## src/rtl/mod12_down_timer_pkg.sv

```systemverilog
// mod12_down_timer_pkg: shared constants, state type and clamp helper for the mod-12 down timer
package mod12_down_timer_pkg;

    localparam int CNT_W = 4;
    localparam logic [CNT_W-1:0] MOD12_MAX = 4'd11;
    localparam logic [CNT_W-1:0] RELOAD_RST = 4'd11;

    typedef enum logic [1:0] {
        IDLE = 2'd0,
        RUN  = 2'd1,
        DONE = 2'd2
    } state_t;

    // Values outside the mod-12 range saturate at the top count
    function automatic logic [CNT_W-1:0] clamp12(input logic [CNT_W-1:0] v);
        return (v > MOD12_MAX) ? MOD12_MAX : v;
    endfunction

endpackage

```

## src/rtl/mod12_down_core.sv

```systemverilog
// mod12_down_core: count register with clamped load, decrement and underflow wrap
module mod12_down_core
    import mod12_down_timer_pkg::*;
(
    input  logic             clk,
    input  logic             rst,
    input  logic             i_load,
    input  logic [CNT_W-1:0] i_load_val,
    input  logic             i_dec,
    input  logic             i_wrap,
    input  logic [CNT_W-1:0] i_wrap_val,
    output logic [CNT_W-1:0] o_count
);

    logic [CNT_W-1:0] r_count;
    logic [CNT_W-1:0] w_dec_val;

    // At zero a decrement either reloads (periodic) or sticks at zero (one-shot)
    always_comb begin
        w_dec_val = (r_count == '0) ? (i_wrap ? clamp12(i_wrap_val) : '0) : r_count - CNT_W'(1);
    end

    // Load has priority over decrement
    always_ff @(posedge clk) begin
        if (rst)
            r_count <= '0;
        else if (i_load)
            r_count <= clamp12(i_load_val);
        else if (i_dec)
            r_count <= w_dec_val;
    end

    assign o_count = r_count;

endmodule

```

## src/rtl/mod12_down_timer.sv

```systemverilog
// mod12_down_timer: mod-12 down timer with one-shot/periodic modes, IDLE/RUN/DONE control
module mod12_down_timer
    import mod12_down_timer_pkg::*;
(
    input  logic             clk,
    input  logic             rst,
    input  logic             load,
    input  logic [CNT_W-1:0] data_in,
    input  logic             en,
    input  logic             start,
    input  logic             mode,
    output logic [CNT_W-1:0] count,
    output logic             borrow,
    output logic             busy,
    output logic             done
);

    state_t           r_state;
    state_t           w_state_nxt;
    logic [CNT_W-1:0] r_reload;
    logic             r_borrow;
    logic             w_run;
    logic             w_underflow;
    logic             w_core_load;
    logic [CNT_W-1:0] w_core_val;

    assign w_run       = (r_state == RUN);
    assign w_underflow = w_run && en && (count == '0);
    assign w_core_load = load || (start && !w_run);
    assign w_core_val  = load ? data_in : r_reload;

    mod12_down_core u_core (
        .clk        (clk),
        .rst        (rst),
        .i_load     (w_core_load),
        .i_load_val (w_core_val),
        .i_dec      (w_run && en),
        .i_wrap     (mode),
        .i_wrap_val (r_reload),
        .o_count    (count)
    );

    // Next state: load from anywhere enters RUN, start only from IDLE/DONE, one-shot underflow ends the run
    always_comb begin
        w_state_nxt = r_state;
        if (load)
            w_state_nxt = RUN;
        else if (!w_run)
            w_state_nxt = start ? RUN : r_state;
        else if (w_underflow && !mode)
            w_state_nxt = DONE;
    end

    // State, reload value and borrow pulse; borrow fires even when a load lands on the underflow edge
    always_ff @(posedge clk) begin
        if (rst) begin
            r_state  <= IDLE;
            r_reload <= RELOAD_RST;
            r_borrow <= 1'b0;
        end else begin
            r_state  <= w_state_nxt;
            r_borrow <= w_underflow;
            if (load)
                r_reload <= clamp12(data_in);
        end
    end

    assign borrow = r_borrow;
    assign busy   = (r_state == RUN);
    assign done   = (r_state == DONE);

endmodule

```

## config.mk

```make
export PLATFORM = sky130hd
export DESIGN_NAME = mod12_down_timer
export DESIGN_NICKNAME = d
export VERILOG_FILES = /design/src/rtl/mod12_down_timer_pkg.sv /design/src/rtl/mod12_down_core.sv /design/src/rtl/mod12_down_timer.sv
export SDC_FILE = /design/constraint.sdc
export NUM_CORES = 1
export LEC_CHECK = 0
export CORE_AREA = 2 2 42 44
export CTS_CLUSTER_DIAMETER = 50
export CTS_CLUSTER_SIZE = 8
export DETAILED_ROUTE_END_ITERATION = 8
export DIE_AREA = 0 0 44 46
export PLACE_DENSITY_LB_ADDON = 0.12
export RECOVER_POWER = 100
export SYNTH_ARGS = -nofsm -noshare
export SYNTH_HDL_FRONTEND = slang
export SYNTH_SLANG_ARGS = --single-unit
```

## constraint.sdc

```tcl
create_clock -name clk -period 1.8 [get_ports clk]
set_input_delay 0.36 -clock clk [delete_from_list [all_inputs] [get_ports clk]]
set_output_delay 0.36 -clock clk [all_outputs]
set_load 0.1 [all_outputs]
```

==> flow_summary.json <==
{
  "synth_cell_type_count": 39,
  "grt_first_pass_wirelength_um": 2490,
  "die_w_um": 44,
  "clk_pin_slew_ns": 0.08,
  "startpoint_type": "flip-flop",
  "p_total_w": 0.000716,
  "ioPinCount": 17,
  "path_cells": "inv_1 -> ha_1 -> or3b_4 -> a21oi_1 -> or4_4 -> o21ai_2",
  "final_core_util": 0.564,
  "vdd_drop_max_mv": 0.357,
  "critPathRequiredTime_ns": 2.02,
  "synth_top_area_share": 0.322,
  "drv_cap": 0,
  "grt_pass1_vias": 591,
  "synthCells": 78,
  "timing.final.crit_period_ns": 1.69,
  "rsz0062_at_grt": "false",
  "drc": 0,
  "hold_class": "flip-flop to flip-flop",
  "clock.fmax_mhz": 591,
  "avgRoutedWirePerCell_um": 13.7,
  "ant_nets": 0,
  "synth_top_area_cell": "dfxtp_1",
  "cpPeakStageDelay_ns": 0.42,
  "num_antenna_cells": 0,
  "overflow": 0,
  "postRouteWirelength_um": 1600,
  "core-area_um2": 1610,
  "cts_sinks": 11,
  "drive_gt1_frac": 0.260,
  "clk_latency_ns": 0.28,
  "worstMarginPinSlew_ns": 0.538,
  "critical_path.max_fanout": 5,
  "syn-cell-area_um2": 683,
  "r2r_setup_slack_ns": 0.11,
  "cts_htree_levels": 1,
  "cts_tree": "built",
  "first_iter_violations": 15,
  "antenna_found_initial": 0,
  "io_buffers": 16,
  "final_cell_area_um2": 911,
  "finalCritPeriodShare": 0.940,
  "dr.pass1.iters": 6,
  "ys_top_cells_by_area": "dfxtp_1 32%, a21oi_1 4.4%, nor2_1 4.4%, nand2b_1 3.7%, nor3b_2 3.7%",
  "vias": 644,
  "final_nets": 112,
  "start_util": 0.423,
  "worstPathArrival_ns": 1.91,
  "cts_buffers": 3,
  "hold_buffers": 0,
  "synth.avg_cell_area_um2": 8.76,
  "status": "complete, no violations",
  "slew_viol_final": 0,
  "finalHoldViolations": 0,
  "synth_top_flop_cell": "dfxtp_1",
  "critical_path_class": "flip-flop to flip-flop",
  "nFillCells": 148,
  "post-place-ws_ns": -0.0359,
  "cts.path.max_buffers": 2,
  "skew_ns": 0.00514,
  "area_delta_synth_final_pct": 33.3,
  "synth_edf_count": 0,
  "place_congestion": 0.727,
  "placed_cell_area_um2": 966,
  "cp_top_family": "simple AND/OR/NAND/NOR gates",
  "ys_seq_elements": 11,
  "dieArea_um2": 2020,
  "ys_seq_area_frac": 0.322,
  "die_h_um": 46,
  "critPathSlowestCell": "dfxtp_1",
  "async_reset_ff_frac": 0,
  "syn_nets": 89,
  "num_rows": 15,
  "cts-root-buf": "clkbuf_4",
  "dpl.hpwl_um": 1230,
  "yosys_warnings": 0,
  "grt_max_degree": 12,
  "post_cts_buffers": 0,
  "finalSetupTns_ns": 0,
  "track_usage": 0.171,
  "setup_ws_ns": 0.108,
  "leakagePower_nw": 0.379,
  "setup_violations": 0,
  "crit_buf_inv": 1,
  "post_cts_resized": 0,
  "endpoint_kind": "flip-flop",
  "routed_via_density": 5.50,
  "p_per_area_nw_per_um2": 786,
  "max_slew_margin": 0.643
}
==> cell families after synthesis <==
group	after synthesis	synth area share
multiplexers	2	0.0311
AO/OA/AOI/OAI	24	0.253
buffers and inverters	7	0.0403
AND/OR/NAND/NOR	33	0.335
flip-flops	11	0.322
adder cells (fa/ha/maj)	1	0.0183
==> cells in the final DEF (no fill, tap or decap), types with 2 or more instances in the layout <==
cell	synthesis	layout
nor3_1	3	3
nor3_2	2	2
buf_12	0	2
nand2b_1	4	4
a21oi_1	6	6
o21ai_0	2	2
o2bb2ai_1	2	2
dfxtp_1	11	10
clkbuf_4	0	5
clkbuf_2	0	3
buf_4	0	4
inv_1	5	5
nand3b_1	2	2
o21bai_1	2	2
a21o_1	2	2
clkdlybuf4s50_1	0	8
nor2_1	8	8
a211oi_1	2	2
==> tightest hold or removal path, cell delays in order (launching register included) <==
cell and delay (ns):
dfxtp_1 0.33, nor2_1 0.05, o21bai_1 0.11
==> where the power goes <==
part | internal [W] | switching, W
sequential | 0.000260 | 0.0000231
combinational | 0.0000972 | 0.000157
clock | 0.0000860 | 0.0000928
==> cell usage after synthesis (2+ instances only) <==
master / number
nor2_1: 8
o21bai_1: 2
dfxtp_1: 11
nor3_1: 3
inv_1: 5
a211oi_1: 2
a21oi_1: 6
o2bb2ai_1: 2
nor3_2: 2
o21ai_0: 2
nand2b_1: 4
a21o_1: 2
nor3b_2: 2
nand3b_1: 2
==> sequential cells by signal (all words and copies together), names as in the netlist <==
signal,cells
borrow,1
u_core.o_count,4
r_state,2
r_reload,4
==> path summary, 6_finish.rpt <==
kind	from	endpoint	depth (start not counted)
worst min register to register	r_reload[1]$_SDFFE_PP1P_	r_reload[1]$_SDFFE_PP1P_	2
worst max-delay path	u_core.o_count[0]$_SDFFE_PP0P_	u_core.o_count[0]$_SDFFE_PP0P_	6
worst max register to register	u_core.o_count[0]$_SDFFE_PP0P_	u_core.o_count[0]$_SDFFE_PP0P_	6
worst min-delay path	r_reload[1]$_SDFFE_PP1P_	r_reload[1]$_SDFFE_PP1P_	2
==> layer usage <==
layer / GRT usage / up-vias / wire length (um)
li1: - / 332 / -
met4: 0.0909 / 0 / 44
met3: 0.0278 / 5 / 69
met5: 0 / - / 0
met2: 0.297 / 17 / 751
met1: 0.200 / 290 / 737
==> metrics by stage <==
stage / hold WS, ns / cells
2_1_floorplan: 0.477 / 78
5_1_grt: 0.546 / 117
4_1_cts: 0.522 / 117
3_3_place_gp: 0.506 / 113
6_report: 0.527 / 117
3_5_place_dp: 0.504 / 113
==> layout make-up <==
type	instances	area, um2	area share
tap	17	21.3	0.0234
inverter	5	18.8	0.0206
clock buffer	4	26.3	0.0288
timing repair buffer	20	190	0.209
multi-input combinational	60	430	0.473
sequential	11	224	0.246
Note: power is estimated with default switching activity, not from simulation.
